===== src/rtl/vector_beat_packer_pkg.sv =====
// Shared constants, state encoding and configuration helper for the vector beat packer.
package vector_beat_packer_pkg;

  // Beat geometry shared with the downstream MAC: 16 lanes of 8 bits.
  localparam int VB_BUSW      = 128;
  localparam int VB_LANE_W    = 8;
  localparam int VB_MAX_LANES = 16;

  // FILL accepts elements; GAP is the single idle cycle between vectors (also the reset state).
  typedef enum logic {
    ST_FILL = 1'b0,
    ST_GAP  = 1'b1
  } vbp_state_e;

  // Lane counts the MAC datapath supports.
  function automatic bit lanes_legal(input int lanes);
    return (lanes == 1) || (lanes == 4) || (lanes == 8) || (lanes == 16);
  endfunction

endpackage


===== src/rtl/vector_beat_packer.sv =====
// Packs a stream of INT8 (a,b) pairs into 128-bit beats for the vector MAC.
// The final partial beat of a vector is zero-padded and vectors are separated
// by at least one idle cycle. The MAC cannot stall, so every beat is a single
// one-cycle pulse on vec_valid.
//
// state | meaning
// ------+-------------------------------------------------------------
// FILL  | in_ready=1, elements are written into the assembly register
// GAP   | in_ready=0 for one cycle after a vector's last element; reset state
module vector_beat_packer
  import vector_beat_packer_pkg::*;
#(
  parameter int ELEMS        = 1000,
  parameter int ACTIVE_LANES = 8,
  parameter int BUSW         = VB_BUSW
) (
  input  logic            clk,
  input  logic            rst_n,
  input  logic            in_valid,
  output logic            in_ready,
  input  logic [7:0]      in_a,
  input  logic [7:0]      in_b,
  input  logic            in_last,
  output logic            vec_valid,
  output logic [BUSW-1:0] vec_a,
  output logic [BUSW-1:0] vec_b,
  output logic            len_err,
  output logic [31:0]     vec_done_cnt
);

  localparam int EW = (ELEMS > 1) ? $clog2(ELEMS) : 1;
  localparam int LW = (ACTIVE_LANES > 1) ? $clog2(ACTIVE_LANES) : 1;
  localparam logic [EW-1:0] ELEM_MAX = EW'(ELEMS - 1);
  localparam logic [LW-1:0] LANE_MAX = LW'(ACTIVE_LANES - 1);

  if (!lanes_legal(ACTIVE_LANES) || (ELEMS < 1) || (BUSW != VB_LANE_W * VB_MAX_LANES)) begin : g_bad_cfg
    $error("vector_beat_packer: ACTIVE_LANES must be 1, 4, 8 or 16, ELEMS >= 1, BUSW = 128");
  end

  vbp_state_e      state_q, state_d;
  logic [EW-1:0]   elem_idx_q, elem_idx_d;
  logic [LW-1:0]   lane_idx_q, lane_idx_d;
  logic [BUSW-1:0] asm_a_q, asm_a_d, asm_b_q, asm_b_d;
  logic [BUSW-1:0] out_a_q, out_a_d, out_b_q, out_b_d;
  logic [BUSW-1:0] fill_a, fill_b;
  logic            vld_q, vld_d;
  logic            len_err_q, len_err_d;
  logic [31:0]     done_cnt_q, done_cnt_d;
  logic            xfer;
  logic            elem_last;
  logic            lane_full;

  assign xfer      = in_valid & in_ready;
  assign elem_last = (elem_idx_q == ELEM_MAX);
  assign lane_full = (lane_idx_q == LANE_MAX);

  // State register; reset lands in GAP so in_ready rises one clock after release.
  always_ff @(posedge clk or negedge rst_n) begin
    if (!rst_n) state_q <= ST_GAP;
    else        state_q <= state_d;
  end

  // Next-state and handshake: leave FILL on the vector's final element, GAP lasts one cycle.
  always_comb begin
    state_d  = state_q;
    in_ready = 1'b0;
    case (state_q)
      ST_FILL: begin
        in_ready = 1'b1;
        if (xfer && elem_last) state_d = ST_GAP;
      end
      ST_GAP:  state_d = ST_FILL;
      default: state_d = ST_GAP;
    endcase
  end

  // Datapath next values: lane write, beat hand-off, counters and length check.
  always_comb begin
    elem_idx_d = elem_idx_q;
    lane_idx_d = lane_idx_q;
    asm_a_d    = asm_a_q;
    asm_b_d    = asm_b_q;
    out_a_d    = out_a_q;
    out_b_d    = out_b_q;
    vld_d      = 1'b0;
    len_err_d  = len_err_q;
    done_cnt_d = done_cnt_q;
    fill_a     = asm_a_q;
    fill_b     = asm_b_q;
    fill_a[int'(lane_idx_q) * VB_LANE_W +: VB_LANE_W] = in_a;
    fill_b[int'(lane_idx_q) * VB_LANE_W +: VB_LANE_W] = in_b;
    if (xfer) begin
      // in_last is only checked, the ELEMS count alone decides where a vector ends.
      if (in_last != elem_last) len_err_d = 1'b1;
      if (lane_full || elem_last) begin
        // Completed beat moves to the output register; assembly restarts from zero
        // so unfilled lanes of a short final beat read as zero.
        out_a_d    = fill_a;
        out_b_d    = fill_b;
        vld_d      = 1'b1;
        asm_a_d    = '0;
        asm_b_d    = '0;
        lane_idx_d = '0;
      end else begin
        asm_a_d    = fill_a;
        asm_b_d    = fill_b;
        lane_idx_d = lane_idx_q + LW'(1);
      end
      if (elem_last) begin
        elem_idx_d = '0;
        done_cnt_d = done_cnt_q + 32'd1;
      end else begin
        elem_idx_d = elem_idx_q + EW'(1);
      end
    end
  end

  // Datapath registers; a partially assembled beat is dropped on reset.
  always_ff @(posedge clk or negedge rst_n) begin
    if (!rst_n) begin
      elem_idx_q <= '0;
      lane_idx_q <= '0;
      asm_a_q    <= '0;
      asm_b_q    <= '0;
      out_a_q    <= '0;
      out_b_q    <= '0;
      vld_q      <= 1'b0;
      len_err_q  <= 1'b0;
      done_cnt_q <= '0;
    end else begin
      elem_idx_q <= elem_idx_d;
      lane_idx_q <= lane_idx_d;
      asm_a_q    <= asm_a_d;
      asm_b_q    <= asm_b_d;
      out_a_q    <= out_a_d;
      out_b_q    <= out_b_d;
      vld_q      <= vld_d;
      len_err_q  <= len_err_d;
      done_cnt_q <= done_cnt_d;
    end
  end

  assign vec_valid    = vld_q;
  assign vec_a        = out_a_q;
  assign vec_b        = out_b_q;
  assign len_err      = len_err_q;
  assign vec_done_cnt = done_cnt_q;

endmodule

===== config.mk =====
export PLATFORM = sky130hd
export DESIGN_NAME = vector_beat_packer
export DESIGN_NICKNAME = d
export VERILOG_FILES = /design/src/rtl/vector_beat_packer_pkg.sv /design/src/rtl/vector_beat_packer.sv
export SDC_FILE = /design/constraint.sdc
export NUM_CORES = 1
export LEC_CHECK = 0
export CORE_MARGIN = 3
export CORE_UTILIZATION = 45
export DETAILED_ROUTE_END_ITERATION = 6
export PLACE_DENSITY = 0.68
export SYNTH_ARGS = -nofsm -noshare
export SYNTH_HDL_FRONTEND = slang
export SYNTH_SLANG_ARGS = --single-unit

===== constraint.sdc =====
create_clock -name clk -period 8.1 [get_ports clk]
set_input_delay 1.62 -clock clk [delete_from_list [all_inputs] [get_ports clk]]
set_output_delay 1.62 -clock clk [all_outputs]
set_load 0.05 [all_outputs]

# Word-level counts from Yosys, hierarchy flattened

Index checks and enable logic that the tools add are counted.

Bits in registers: 560
Bits in latches: 0
Bits in writable memories: 0
ROM bits: 0
Logic and storage cells: 38
Memories: 0

$add $sub $neg: 4
Multipliers: 0
Divide/modulo/power cells: 0
$lt $le $gt $ge: 0
Equality and inequality tests: 3
Shift-type cells: 3
Mux-type cells: 11
Bitwise operators: 2
Reductions and logical operators: 5

Operator list:

| cell                                                    | number |
|---|---|
| bitwise mux 128 bit                                     | 2 |
| 2-to-1 mux 128 bit                                      | 2 |
| variable part select 8 x 33 -> 128 bit                  | 2 |
| variable shift 8 x 33 -> 128 bit (first input constant) | 1 |
| negator 6 -> 33 bit                                     | 1 |
| adder 32 x 1 -> 32 bit (second input constant)          | 1 |
| adder 10 x 1 -> 10 bit (second input constant)          | 1 |
| == test 10 bit (second input constant)                  | 1 |
| 2-to-1 mux 10 bit                                       | 1 |
| AND reduction 2 bit                                     | 3 |
| 2-to-1 mux 1 bit                                        | 4 |
| adder 3 x 1 -> 3 bit (second input constant)            | 1 |
| == test 3 bit (second input constant)                   | 1 |
| 2-to-1 mux 3 bit                                        | 1 |
| case mux 1 bit (2 select lines)                         | 1 |
| bitwise AND 1 bit                                       | 1 |
| logical AND 1 bit                                       | 1 |
| logical OR 1 bit                                        | 1 |
| != test 1 bit                                           | 1 |
| inverter 1 bit                                          | 1 |

# Longest topological paths before layout

Depth in word-level cells: 5
Gate-level depth with buffers: 14
Depth with buffers taken out: 8

# Worst setup path after synthesis

No wires, ideal clock.

Path kind: register to register
From: register lane_idx_q[0]
To: register asm_b_q[108]
Arrival: 3375 ps
Data required time: 7982 ps
Path slack: 4607 ps
Cell stages (with the launch flop): 14
Buffers on the path: 6
Period minus slack after synthesis: 3493 ps
Path through: dfrtp_1 > buf_4 > clkbuf_1 > clkbuf_1 > clkbuf_1 > inv_1 > ha_1 > ha_1 > buf_2 > nor2_1 > nand3_2 > a21oi_1 > clkbuf_1 > and2b_1

Cells in the longest elaborated chain, start to end: 4
Elaborated cells between the ends (all ways): 7
Those cells by class: add/sub (1); eq/ne (1); shift (2); mux (2); reduce/logical (1)

Ends and longest elaborated chain:

| element                                                                                    | RTL line                  | text |
|---|---|---|
| start: declaration                                                                         | vector_beat_packer.sv:42  | `logic [LW-1:0] lane_idx_q, lane_idx_d;` |
| start signal: assignment                                                                   | vector_beat_packer.sv:132 | `lane_idx_q <= lane_idx_d;` |
| negator 6 -> 33 bit                                                                        | vector_beat_packer.sv:91  | `fill_b[int'(lane_idx_q) * VB_LANE_W +: VB_LANE_W] = in_b;` |
| variable part select 8 x 33 -> 128 bit or variable shift 8 x 33 -> 128 bit (tied branches) | vector_beat_packer.sv:91  |  |
| bitwise mux 128 bit                                                                        | vector_beat_packer.sv:91  |  |
| 2-to-1 mux 128 bit (*)                                                                     | vector_beat_packer.sv:95  | `if (lane_full \|\| elem_last) begin` |
| end signal: assignment                                                                     | vector_beat_packer.sv:134 | `asm_b_q <= asm_b_d;` |
| end: declaration                                                                           | vector_beat_packer.sv:43  | `logic [BUSW-1:0] asm_a_q, asm_a_d, asm_b_q, asm_b_d;` |

Every way passes the cells marked *; elsewhere a longest branch is shown, timed or not.
A chain may end at the register's enable or synchronous reset.

# Worst setup path after layout

From: input port in_valid
To: register out_a_q[81], in the netlist vec_a[81]

Cells in the longest elaborated chain, start to end: 2

Ends and longest elaborated chain:

| element                       | RTL line                  | text |
|---|---|---|
| start: declaration            | vector_beat_packer.sv:19  | `input logic in_valid,` |
| bitwise AND 1 bit             | vector_beat_packer.sv:53  | `assign xfer = in_valid & in_ready;` |
| AND reduction 2 bit (no line) | -                         |  |
| end signal: assignment        | vector_beat_packer.sv:135 | `out_a_q <= out_a_d;` |
| end: declaration              | vector_beat_packer.sv:44  | `logic [BUSW-1:0] out_a_q, out_a_d, out_b_q, out_b_d;` |

No other way between the ends.

==> results.sh <==
export IMPL_outcome="complete, no violations"
export IMPL_post_cts_setup_buffers=0
export IMPL_dpl_cell_area_sq_um=25700
export IMPL_synth_area_leaders="dfrtp_1 63%, nand2_1 6.2%, a22o_1 3.9%"
export IMPL_dr_first_iter_drc_count=1492
export IMPL_synthAdderAreaFrac_pct=0.559
export IMPL_rows=81
export IMPL_clk_latency_ps=600
export IMPL_clock_tree_buffer_depth=3
export IMPL_async_flop_share_pct=100
export IMPL_syn_instance_count=2073
export IMPL_r2r_end="asm_b_q[67]"
export IMPL_hpwlAfterDp_microns=38800
export IMPL_postLayoutCellArea_sq_um=27600
export IMPL_synthXorXnorAreaFrac_pct=1.45
export IMPL_period_minus_slack_ps=4510
export IMPL_antenna_found_initial=0
export IMPL_die_area_sq_um=52400
export IMPL_core_area_sq_um=49100
export IMPL_io_buffers=310
export IMPL_final_setup_skew_ps=19.0
export IMPL_relSlewSlack_pct=15.2
export IMPL_netlist_area_sq_um=22400
export IMPL_fin_crit_sh_pct=55.7
export IMPL_cp_required_ps=8640
export IMPL_ys_flop_type="dfrtp_1"
export IMPL_diodes=0
export IMPL_max_freq_ghz=0.222
export IMPL_grt_busiest_layer="met2"
export IMPL_globalRouteMet3Util_pct=3.73
export IMPL_synth_area_per_cell_sq_um=10.8
export IMPL_cts_made_buffers=57
export IMPL_ant_nets=0
export IMPL_drcViolationCount=0
export IMPL_tritoncts="done"
export IMPL_setup_tns_ps=0
export IMPL_ys_seq_elements=560
export IMPL_fin_util_pct=56.3
export IMPL_cp_start_kind="primary input"
export IMPL_synth_compound_area_share_pct=12.6
export IMPL_drv_slew=0
export IMPL_cts_root_buf="clkbuf_16"
export IMPL_area_growth_syn_to_layout_pct=23.5
export IMPL_gr_usage_met1_pct=32.4
export IMPL_r2r_start="lane_idx_q[0]"
export IMPL_synthSimpleGateAreaFrac_pct=19.2
export IMPL_synth_top_area_share_pct=62.5
export IMPL_die_height_microns=229
export IMPL_gp_congestion=0.826
export IMPL_grt_max_degree=185
export IMPL_overflow=0
export IMPL_finalHoldViolations=0
export IMPL_peakVddDrop_mv=0.253
export IMPL_max_stage_delay_ps=1010
export IMPL_dr_total_vias=16700
export IMPL_ios=311
export IMPL_grt_pass1_wl_microns=95900
export IMPL_initial_core_util_pct=45.6
export IMPL_finalSetupViolCount=0
export IMPL_crit_end="vec_a[81]"
export IMPL_r2r_worst_path_cells=9
export IMPL_synth_fp_nets=2103
export IMPL_rsz0062_at_grt="false"
export IMPL_crit_path_end_kind="flop"
export IMPL_track_usage_pct=22.8
export IMPL_globalRouteMet2Util_pct=35.6
export IMPL_worstSetupPathType="primary input to flop"
export IMPL_cp_startpoint="in_valid"
export IMPL_die_w_microns=229
export IMPL_synth_top_family_by_area="simple AND/OR/NAND/NOR gates"
export IMPL_tightest_slew_ps=1270
export IMPL_wirelength_microns=59800
export IMPL_synthDistinctLibCells=53
export IMPL_cp_arrival_ps=5050
export IMPL_ctsHoldBuffers=0
export IMPL_grt_pass1_vias=16800
export IMPL_cpMostUsedCell="buf_4"
export IMPL_numClockSinks=560
export IMPL_hp_class="flop to flop"
export IMPL_yosys_warnings=0
export IMPL_synth_top_cell_by_area="dfrtp_1"
export IMPL_drt_pass1_iterations=5
export IMPL_powerDensity_nw_per_um2=334
export IMPL_crit_fanout=144
export IMPL_synth_edf_count=0
export IMPL_synth_seq_area_share_pct=62.6
export IMPL_power_leakage_uw=0.0129
export IMPL_vias_per_cell=5.55
export IMPL_fin_nets=2328
export IMPL_muxShareOfSynthArea_pct=0.0503
export IMPL_path_cells="clkdlybuf4s50_1 > nor2b_2 > buf_4 > nand2_8 > inv_6 > buf_4 > nand3_1 > nand2_1"
export IMPL_cts_resized=0
export IMPL_rrSetupSlack_ps=3860
export IMPL_wire_per_inst_microns=19.9
export IMPL_cp_slowest_cell="inv_6"
export IMPL_maxCapViolCount=0
export IMPL_htreeDepth=2
export IMPL_clkTransAtPathRegs_ps=60
export IMPL_layout_drive_gt1_share_pct=5.81
==> how the worst min path moves through the flow <==
stage                      start         end  slack [ps]  depth (start not counted)
global route           vec_a[81]   vec_a[81]         490                          2
global placement    asm_b_q[103]  vec_b[103]         450                          2
finish               asm_b_q[97]   vec_b[97]         450                          2
CTS                  asm_b_q[97]   vec_b[97]         460                          2
detailed placement   asm_b_q[97]   vec_b[97]         440                          2
floorplan           asm_a_q[100]  vec_a[100]         430                          2
==> cell type report <==
type / count / area [sq um]
fill: 4191 / 21400
sequential: 560 / 14000
multi-input combinational: 1340 / 7570
timing repair buffer: 327 / 3260
clock buffer: 86 / 1750
tap: 664 / 831
clock inverter: 14 / 153
inverter: 12 / 50.0
==> stage by stage <==
stage / std cells / hold WS [ps] / total power (uW) / setup slack [ps]
finish: 3003 / 454 / 9240 / 3590
global route: 3003 / 488 / 9640 / 3320
CTS: 3003 / 457 / 9310 / 3600
detailed placement: 2903 / 444 / 6640 / 3000
global placement: 2903 / 448 / 6580 / 3080
floorplan: 2073 / 430 / 5600 / 4610
==> worst max-delay path, delay by kind of cell <==
family | cells | cell delay, ps
buf+inv | 4 | 2400
simple gates | 4 | 850
==> cell usage in the layout, fill, tap and decap left out, types with 16 or more instances in the layout <==
master and count:
a21oi_1 63, a221oi_1 66, a22o_1 100, a32o_1 16
and2_1 20, clkbuf_16 59, clkbuf_8 17, clkdlybuf4s50_1 309
dfrtp_1 559, nand2_1 368, nand3_1 127, nand4_1 17
nor2_1 187, nor2b_1 94, nor3_1 42, o21ai_0 75
o2bb2ai_1 28, xnor2_1 22
==> cell usage after synthesis, drive strengths merged (5+ instances only) <==
library cell / n
and3: 8
and2b: 5
a221oi: 66
a32o: 16
a22o: 100
inv: 12
nand2: 370
a31oi: 10
buf: 87
o21ai: 76
a21oi: 63
a32oi: 15
nand3: 132
dfrtp: 559
clkbuf: 74
nor2: 188
xnor2: 22
or3: 7
o2bb2ai: 28
a21o: 5
nor3: 47
nor4: 5
xor2: 15
and2: 20
ha: 10
nand4: 17
nor2b: 95
and4: 7
==> registers in the layout, summed over array words and instances (netlist names) <==
register,flops
len_err,1
vec_valid,1
asm_a_q,128
state_q,1
vec_b,128
lane_idx_q,3
asm_b_q,128
elem_idx_q,10
vec_a,128
vec_done_cnt,32
==> kinds of logic (layout without fill, tap and decap cells) <==
kind of cell,Yosys count,count (layout)
muxes,1,1
and+or+nand+nor,912,912
xor gates and xnor gates,37,37
adders and majority gates,10,10
DFF,560,560
buffers and inverters,173,439
AOI/OAI and AO/OA,380,380
==> report_power, final <==
part	switching (uW)	internal, uW	total (uW)	leakage [uW]
clock	1070	1570	2640	0.000948
sequential	369	3320	3690	0.00762
combinational	2010	905	2910	0.00429
==> metal layers <==
metal  wire length [microns]  vias to the layer above
li1                        -                     7613
met1                   26900                     8362
met2                   27500                      565
met3                    3590                      113
met4                    1840                        0
met5                       0                        -
No activity file was read; power rests on OpenSTA's default activity.
